File: src/rtl/gcd_dispatch.sv
// Queues operand pairs and dispatches them one at a time to an external GCD core.
// Zero operands are resolved locally; a silent core becomes an error result after TIMEOUT cycles.
module gcd_dispatch #(
    parameter int W       = 7,
    parameter int DEPTH   = 4,
    parameter int TIMEOUT = 255
) (
    input  logic                   clk,
    input  logic                   rst,
    input  logic                   in_valid,
    input  logic [W-1:0]           in_a,
    input  logic [W-1:0]           in_b,
    output logic                   in_ready,
    output logic                   start,
    output logic [W-1:0]           x,
    output logic [W-1:0]           y,
    input  logic                   core_done,
    input  logic [W-1:0]           core_result,
    output logic                   res_valid,
    output logic [W-1:0]           res_data,
    output logic                   res_err,
    input  logic                   res_ready,
    output logic [$clog2(DEPTH):0] count
);

    localparam int PW = $clog2(DEPTH);
    localparam int CW = PW + 1;
    localparam logic [CW-1:0] FULL     = CW'(DEPTH);
    localparam logic [7:0]    TMO_LAST = 8'(TIMEOUT - 1);

    typedef enum logic [1:0] {
        IDLE  = 2'd0,
        ISSUE = 2'd1,
        WAIT  = 2'd2,
        OUT   = 2'd3
    } state_t;

    state_t state;
    state_t state_nxt;

    logic [2*W-1:0] mem [DEPTH];
    logic [PW-1:0]  wr_ptr;
    logic [PW-1:0]  rd_ptr;
    logic           push;
    logic           pop;
    logic [W-1:0]   head_a;
    logic [W-1:0]   head_b;
    logic           head_zero;
    logic [W-1:0]   op_a;
    logic [W-1:0]   op_b;
    logic [7:0]     tmo_cnt;
    logic           tmo_hit;

    // Both ports transfer on the cycle where valid and ready are high together;
    // valid never waits on ready, and the payload must be held until the transfer.
    assign in_ready  = rst & (count < FULL);
    assign push      = in_valid & in_ready;
    assign pop       = (state == IDLE) && (count != '0);
    assign {head_a, head_b} = mem[rd_ptr];
    assign head_zero = (head_a == '0) || (head_b == '0);
    assign tmo_hit   = (tmo_cnt == TMO_LAST);
    assign x         = op_a;
    assign y         = op_b;

    always_ff @(posedge clk) begin
        if (push) begin
            mem[wr_ptr] <= {in_a, in_b};
        end
    end

    always_ff @(posedge clk or negedge rst) begin
        if (!rst) begin
            wr_ptr <= '0;
            rd_ptr <= '0;
            count  <= '0;
        end else begin
            if (push) begin
                wr_ptr <= wr_ptr + PW'(1);
            end
            if (pop) begin
                rd_ptr <= rd_ptr + PW'(1);
            end
            case ({push, pop})
                2'b10:   count <= count + CW'(1);
                2'b01:   count <= count - CW'(1);
                default: count <= count;
            endcase
        end
    end

    always_ff @(posedge clk or negedge rst) begin
        if (!rst) begin
            state <= IDLE;
        end else begin
            state <= state_nxt;
        end
    end

    always_comb begin
        state_nxt = state;
        start     = 1'b0;
        res_valid = 1'b0;
        case (state)
            IDLE: begin
                if (pop) begin
                    state_nxt = head_zero ? OUT : ISSUE;
                end
            end
            ISSUE: begin
                start     = 1'b1;
                state_nxt = WAIT;
            end
            WAIT: begin
                if (core_done || tmo_hit) begin
                    state_nxt = OUT;
                end
            end
            OUT: begin
                res_valid = 1'b1;
                if (res_ready) begin
                    state_nxt = IDLE;
                end
            end
            default: state_nxt = IDLE;
        endcase
    end

    // core_done has priority over the timeout when both land on the last WAIT cycle.
    always_ff @(posedge clk or negedge rst) begin
        if (!rst) begin
            op_a     <= '0;
            op_b     <= '0;
            res_data <= '0;
            res_err  <= 1'b0;
            tmo_cnt  <= '0;
        end else begin
            case (state)
                IDLE: begin
                    if (pop) begin
                        op_a <= head_a;
                        op_b <= head_b;
                        if (head_zero) begin
                            res_data <= head_a | head_b;
                            res_err  <= 1'b0;
                        end
                    end
                end
                ISSUE: begin
                    tmo_cnt <= '0;
                end
                WAIT: begin
                    if (core_done) begin
                        res_data <= core_result;
                        res_err  <= 1'b0;
                    end else if (tmo_hit) begin
                        res_data <= '0;
                        res_err  <= 1'b1;
                    end else begin
                        tmo_cnt <= tmo_cnt + 8'd1;
                    end
                end
                default: begin
                end
            endcase
        end
    end

endmodule

File: config.mk
export PLATFORM = sky130hd
export DESIGN_NAME = gcd_dispatch
export DESIGN_NICKNAME = d
export VERILOG_FILES = /design/src/rtl/gcd_dispatch.sv
export SDC_FILE = /design/constraint.sdc
export NUM_CORES = 1
export LEC_CHECK = 0
export ABC_AREA = 1
export CORE_MARGIN = 1
export CORE_UTILIZATION = 50
export CTS_CLUSTER_SIZE = 16
export DETAILED_ROUTE_END_ITERATION = 12
export HOLD_SLACK_MARGIN = 0.12
export PLACE_DENSITY = 0.76
export REMOVE_ABC_BUFFERS = 1
export SYNTH_ARGS = -nofsm -noshare
export SYNTH_HDL_FRONTEND = slang
export SYNTH_SLANG_ARGS = --single-unit
File: constraint.sdc
create_clock -name clk -period 2.2 [get_ports clk]
set_input_delay 0.55 -clock clk [delete_from_list [all_inputs] [get_ports clk]]
set_output_delay 0.55 -clock clk [all_outputs]
set_load 0.05 [all_outputs]
# --- Yosys cells after proc, flatten, opt, wreduce, memory -nomap -nowiden ---
# Memory sizes are Yosys's and may differ from the RTL's.
# Index checks and enable logic that the tools add are counted.
totals:
  register_bits: 39
  mem_bits_rw: 56
  input_bits: 26
  elab_cells: 69
  mem_count: 1
classes:
  n_addsub: 5
  magnitude_cmp: 1
  n_eq_ne: 13
  muxes: 23
  n_bitwise: 3
  n_reduce_logical: 14
mem_list:
  columns: ["memory", "words", "width", "read_ports", "rd_clocked_by_memory_dff", "wr", "line", "rtl"]
  rows:
  - ["mem", 4, 14, 1, 0, 1, "41", "logic [2*W-1:0] mem [DEPTH];"]
op_table:
  columns: ["cell", "n"]
  rows:
  - ["7-bit 2-to-1 mux", 4]
  - ["8-bit 2-to-1 mux", 2]
  - ["8-bit case mux with 2 select lines", 1]
  - ["7-bit zero test", 2]
  - ["7-bit case mux with 2 select lines", 1]
  - ["2-bit inequality test (second input constant)", 6]
  - ["8-bit by 1-bit adder with 8-bit output (second input constant)", 1]
  - ["8-bit == test (second input constant)", 1]
  - ["1-bit 2-to-1 mux", 8]
  - ["2-bit 2-to-1 mux", 4]
  - ["2-bit case mux with 4 select lines", 1]
  - ["7-bit bitwise OR", 1]
  - ["2-bit == test (second input constant)", 3]
  - ["3-bit case mux with 2 select lines", 1]
  - ["3-bit AND reduction", 2]
  - ["2-bit nonzero test", 3]
  - ["2-bit by 1-bit adder with 2-bit output (second input constant)", 2]
  - ["2-bit by 1-bit == test with 1-bit output (second input constant)", 2]
  - ["4-bit AND reduction", 1]
  - ["3-bit by 1-bit adder with 3-bit output (second input constant)", 1]
  - ["3-bit < comparator (second input constant)", 1]
  - ["3-bit inequality test (second input constant)", 1]
  - ["3-bit nonzero test", 1]
  - ["3-bit by 1-bit subtractor with 3-bit output (second input constant)", 1]
  - ["other kinds (6)", 8]

# --- Longest topological paths before layout ---
# An unclocked memory read counts as a cell.
depth:
  depth_word: 6
  depth_mapped: 13
  mapped_depth_nobuf: 11

# --- Worst setup path after synthesis ---
# OpenSTA, ideal clock, no wires.
synth_path:
  kind: "flip-flop to flip-flop"
  from: "register count[2]"
  to: "memory mem[0][0] (netlist bit), enable pin"
  setup_ps: 385
  arrival_time_ps: 2380
  path_slack_ps: -564
  stages_incl_launch_ff: 4
  path_buffers: 0
  synth_period_minus_slack_ps: 2764
  cell_sequence: "dfrtp_1 -> nor2_1 -> nand2_1 -> nor2_1"
synth_between:
  elab_chain_cells: 5
synth_lines:
  columns: ["element", "line", "rtl"]
  rows:
  - ["start: declaration", "23", "output logic [$clog2(DEPTH):0] count"]
  - ["start signal: assignment", "84", "2'b10: count <= count + CW'(1);"]
  - ["start signal: assignment", "85", "2'b01: count <= count - CW'(1);"]
  - ["start signal: assignment", "86", "default: count <= count;"]
  - ["3-bit < comparator", "56", "assign in_ready = rst & (count < FULL);"]
  - ["1-bit AND", "56", null]
  - ["via in_ready", "13", "output logic in_ready,"]
  - ["1-bit AND", "57", "assign push = in_valid & in_ready;"]
  - ["1-bit 2-to-1 mux", "66", "if (push) begin"]
  - ["1-bit 2-to-1 mux (implied by the code)", "67", "mem[wr_ptr] <= {in_a, in_b};"]
  - ["end: declaration", "41", null]
# The timed path passes the listed nets, and every way through them passes these cells.

# --- Worst setup path after layout ---
layout_path:
  from: "register count[0]"
  to: "output port count[0]"
# No word-level cell between the ends.

==> summary.txt <==
Outcome
  – Status: complete, but fails checks
  – Failing checks: design-rule violations

Placed design
  – Gp weighted congestion: 0.792
  – DP Area: 4860 um^2
  – Buffers on Ports: 53
  – Hpwl dp: 5690 um

Critical path
  – Reg-to-reg endpoint: count[2]$_DFFE_PN0P_
  – Crit path DAT: 1560 ps
  – Crit path max-delay family: buffers and inverters
  – Crit end category: output port
  – WP data required: 1650 ps
  – Slowest CP cell: clkdlybuf4s50_1
  – CP startpoint: count[0]$_DFFE_PN0P_
  – Worst flop-to-flop path startpoint: state[0]$_DFFE_PN0P_
  – CP max FO: 3
  – Cells along the critical path: clkdlybuf4s50_1
  – Crit path largest cell delay: between 800 and 900 ps
  – Flop2flop setup slack: 220 ps
  – Worst r2r path cells: 10
  – Crit Path Class: reg -> out
  – Instance count on the critical path: 1
  – Crit path to: count[0]
  – Startpoint types: flip-flop
  – Buffers and inverters on the worst path: 1

Synthesis
  – Largest family of logic cells by synthesized area: simple AND/OR/NAND/NOR gates
  – Synth Area per Inst: 10.2 um^2
  – Area share of fa/ha/maj cells after synthesis: 3.75%
  – Synth unique cells: 30
  – Synth Area in XOR/XNOR: 1.67%
  – Ys async rst share: 41.1%
  – Area share of the largest cell type after synthesis: 40.0%
  – Synth Cell Area: 4210 um^2
  – EDFF count, synth: 56
  – Post-synthesis simple-gate area fraction: 22.6%
  – Area fraction in compound gates after synthesis: 4.01%
  – Mux share of post-synthesis cell area: 0%
  – Ys Warns: 0
  – Area leader, netlist: edfxtp_1
  – Area contributors post-synth: edfxtp_1 40%, dfrtp_1 23%, nand2_1 13%
  – Mapped Cells: 412
  – Seq/Total Area, Yosys: 63.2%
  – Top FF cell, synth: edfxtp_1
  – #FFs+latches synth: 95
  – Count leader, synth: nand2_1
  – Synth cell count leaders: 148 x nand2_1, 56 x edfxtp_1, 47 x nand3_1, 39 x dfrtp_1, 23 x inv_1

Power
  – Maximum VDD drop: approximately 0.00054 V
  – Overall Power: approximately 7.3 mW
  – PD cells: about 1500 nW/um^2
  – P_leak: between 2 and 2.5 nW

CTS
  – CTS H-tree depth: 3
  – CTS Buf Count: 9
  – Postcts setup bufs: 0
  – Clk buf depth: 2
  – Clock latency on the worst-skew pair: 350 ps
  – TritonCTS clock tree: built
  – Clock sinks: 95
  – Clk slew on worst S/H paths: 90 ps
  – CTS Hold Bufs: 0
  – Post-CTS resize count: 0
  – Clk root buf: clkbuf_8

Global routing
  – First-pass GRT wire length: 13600 um
  – Largest net degree at the start of global routing: 40
  – GR Overflow Total: 0
  – GRT Total Usage: approximately a fifth
  – Antenna violations before repair: 0
  – Vias in the first global route: 2901

Timing
  – Period utilization: 96.1%
  – Setup-failing EPs final: 0
  – Final max-slew violation count: 0
  – Fmax: 473 MHz
  – RSZ-0062 raised after global routing: false
  – Worst-Margin Slew: 526 ps
  – Slew headroom: 64.8%
  – Clk_skew: 9.48 ps
  – Tmin final: 2110 ps
  – Endpoints failing hold: 0

Drt
  – Vias: around 3k
  – Routed WL: 8230 um
  – 1st-iter DRT viols: 213
  – Wirelength per Cell: 14.1 um
  – Drt drc: 1
  – ANT nets after route: 0
  – First-pass DRT Iterations: 9
  – Routed vias/inst: 5.06

Cells and area
  – Ant. Diodes: 0
  – Cell area after layout: 5040 um^2
  – # nets final: around 500
  – Share of cells above drive strength 1: 8.56%
  – Final core occ: 61.6%
  – Area Growth Syn to Fin: 19.8%

Die
  – Die Width: 93.7 um
  – Die footprint: 8790 um^2
  – Core area: 8180 um^2
  – Die Y: approximately 94 um
  – IO Count: 54
  – Initial Util: 51.5%
  – Site row count: 33

Flow run
  – Max Cap Viol: 0

Min path
  – Hold Crit Class: in -> async
-- logic make-up after synthesis --
logic type	Yosys count
adder cells (fa/ha/maj)	12
flip-flops	95
buffers and inverters	41
XOR/XNOR	8
AO/OA/AOI/OAI	31
AND/OR/NAND/NOR	225
-- worst min path at each step --
stage	end	slack (ps)	cells past startpoint
4_1_cts	res_data[4]$_DFFE_PN0P_	310	2
5_1_grt	tmo_cnt[3]$_DFFE_PN0P_	340	2
2_1_floorplan	count[0]$_DFFE_PN0P_	250	0
3_3_place_gp	res_data[6]$_DFFE_PN0P_	460	2
6_report	res_data[6]$_DFFE_PN0P_	290	2
3_5_place_dp	res_data[4]$_DFFE_PN0P_	460	2
-- stage by stage --
stage	worst slack, ps	setup TNS, ps	instances	hold slack, ps
floorplan	-564	-32600	396	254
global placement	76.0	0	568	456
detailed placement	-10.6	-10.6	568	462
CTS	66.4	0	584	312
global route	16.7	0	584	341
finish	85.6	0	584	292
-- cell type report --
type                            instances  area [um^2]
Timing Repair Buffer                   67          636
Multi-Input combinational cell        276         1350
Fill cell                             676         3140
Inverter                               25         93.8
Sequential cell                        95         2660
Clock inverter                          5         33.8
Tap cell                              105          131
Clock buffer                           11          141
-- sequential cells by signal, summed over array words and instances (netlist names) --
name	count
mem	56
tmo_cnt	8
res_data	7
x	7
y	7
count	3
rd_ptr	2
state	2
wr_ptr	2
res_err	1
-- routing by layer --
layer	part of all wire (%)	GRT usage (%)
met3	5.0	3.24
met1	43	26.6
met5	0	0
met4	2.1	10.5
met2	50	34.1
-- cell usage in the layout, fill, tap and decap left out, types with 2 or more instances in the layout --
cell type	Yosys	final
nand4_1	2	2
inv_2	2	2
o21ai_0	21	21
buf_4	2	16
o31ai_1	3	3
xor2_1	5	5
inv_1	23	23
nand3_1	47	47
ha_1	11	11
dfrtp_1	39	39
nor2_1	20	20
a21oi_1	5	5
edfxtp_1	56	56
clkbuf_8	0	10
clkdlybuf4s50_1	0	49
nand2_1	148	148
xnor2_1	3	3
-- report_power, final --
group,switching [mW],leakage [nW],total [mW],internal [mW]
clock network,0.592,0.0874,1.03,0.443
registers,0.222,0.990,2.52,2.30
logic,2.57,1.06,3.77,1.20
Power figures use the tool's default switching activity.
==> RTL edit (same settings) <==
Change the parameter `DEPTH` from 4 to 8.
--- a/src/rtl/gcd_dispatch.sv
+++ b/src/rtl/gcd_dispatch.sv
@@ -3,5 +3,5 @@
 module gcd_dispatch #(
     parameter int W       = 7,
-    parameter int DEPTH   = 4,
+    parameter int DEPTH   = 8,
     parameter int TIMEOUT = 255
 ) (
Ports: changed (resized count); port bits go from 54 to 55. The function was not compared with the original's and may differ.
==> RTL edit against the original RTL <==
- wire length grew 85%
- global-route usage is 2.7 points higher
- power is 71% higher
- sequential cell count grew 59
- final area grew 66%
- hold slack lost 0.022 ns
- via count is 70% higher
- worst setup slack lost 0.041 ns
- area after synthesis grew 61%
- critical endpoint is now x[4]
==> RTL edit: results <==
[global_routing]
grt_max_degree = 49
grt_pass1_wl_um = 24700
grt_pass1_vias = 4989
met1_usage_pct = 28.78
grt.total_usage_pct = 23.41
globalRouteMet3Util_pct = 5.502
grt_util_met2_pct = 38.64

[clocking]
clock_latency_ns = 0.43
clkTransAtPathRegs_ns = 0.06
cts_inserted_buffers = 17
ctsHtreeMaxLevel = 4
cts_root_buffer = "clkbuf_16"

[setup_path]
rrSetupSlack_ns = 0.20
r2r_start = "rd_ptr[1]"
reg2reg_depth = 12
crit_arrival_ns = 1.61
cp_slowest_cell = "clkdlybuf4s50_1"
reg2reg_to = "res_data[2]"
critPathMaxFanout = 2
cpPeakStageDelay_ns = 0.82

[routing]
met2WireLength_um = 7444
wl_um = 15250
wl_met1_um = 6269
vias_per_cell = 5.260
dr.pass1.iters = 5
drtIter0Drc = 422
dr_wl_met3_um = 1111

[logic_synthesis]
yosys.cell_types.count = 29
synthTopCellsByArea = "edfxtp_1 50%, dfrtp_1 16%, nand2_1 13%"
synth_edf_count = 112
synth_commonest_cells = "230 x nand2_1, 112 x edfxtp_1, 79 x inv_1"
synth-seq-area-share_pct = 65.19
synth.largest_area_cell = "edfxtp_1"
async_flop_share_pct = 27.27
synthCells = 682

[sta]
whs_ns = 0.2696
skew_ns = 0.006664
max_slew_margin_pct = 64.29

[placed_design]
portBuffers = 54
place_inst = 923
hpwl_um = 10450
place.gp.congestion = 0.8632

[final_layout]
top_regs = "mem x112, tmo_cnt x8"
fin_nets = 803
instances_no_fill = 955
drive_above_1_share_pct = 9.499

[run_status]
status = "complete, no violations"

[power_and_ir_drop]
p_leak_nw = 3.691
ir_drop_mv = 0.5471

[min_path]
hp-class = "in2async"
-- RTL edit: logic make-up after synthesis --
| logic type | synth area share (%) |
|---|---|
| and+or+nand+nor | 21.84 |
| adders and majority gates | 2.032 |
| buffers and inverters | 6.393 |
| xor gates and xnor gates | 1.164 |
| AOI/OAI and AO/OA | 3.382 |
| DFF | 65.19 |
-- RTL edit: through the flow --
step / TNS [ns] / total power [mW] / worst slack (ns) / utilization [%] / area (um^2)
floorplan: -88.46 / 7.317 / -0.7664 / - / 6650
global placement: -0.9766 / 9.145 / -0.04286 / 58.17 / 7704
detailed placement: -1.723 / 9.304 / -0.05955 / 58.17 / 7704
CTS: 0 / 12.52 / 0.02503 / 63.10 / 8356
global route: 0 / 13.22 / 0.0006349 / 63.16 / 8364
finish: 0 / 12.49 / 0.04448 / 63.16 / 8364
-- RTL edit: how the worst max path moves through the flow --
stage                           end     start  cells after the start
after floorplan           mem[4][0]  count[3]                      4
after global routing           y[2]      y[2]                      1
final                          x[4]      x[4]                      1
after CTS                      x[2]      x[2]                      1
after global placement    mem[6][6]  in_valid                      6
after detailed placement  mem[6][6]  in_valid                      6
-- RTL edit: cell type report --
type	instances	area, um^2
fill	1051	4878
multi-input combinational	422	1924
clock inverter	14	226.5
tap	176	220.2
sequential	154	4414
timing repair buffer	88	834.6
clock buffer	18	429.2
inverter	83	315.3
-- RTL edit: where the power goes --
| group | internal, mW | total, mW | switching [mW] |
|---|---|---|---|
| clock network | 2.11 | 3.22 | 1.11 |
| registers | 3.58 | 3.87 | 0.295 |
| logic | 1.81 | 5.40 | 3.59 |
-- RTL edit: timing repair --
item / in CTS / in global routing
pin swaps: 0 / 0
gates resized for setup: 3 / 3
hold buffers: 0 / 0
cloned: 0 / 0
setup endpoints to repair: 3 / 5
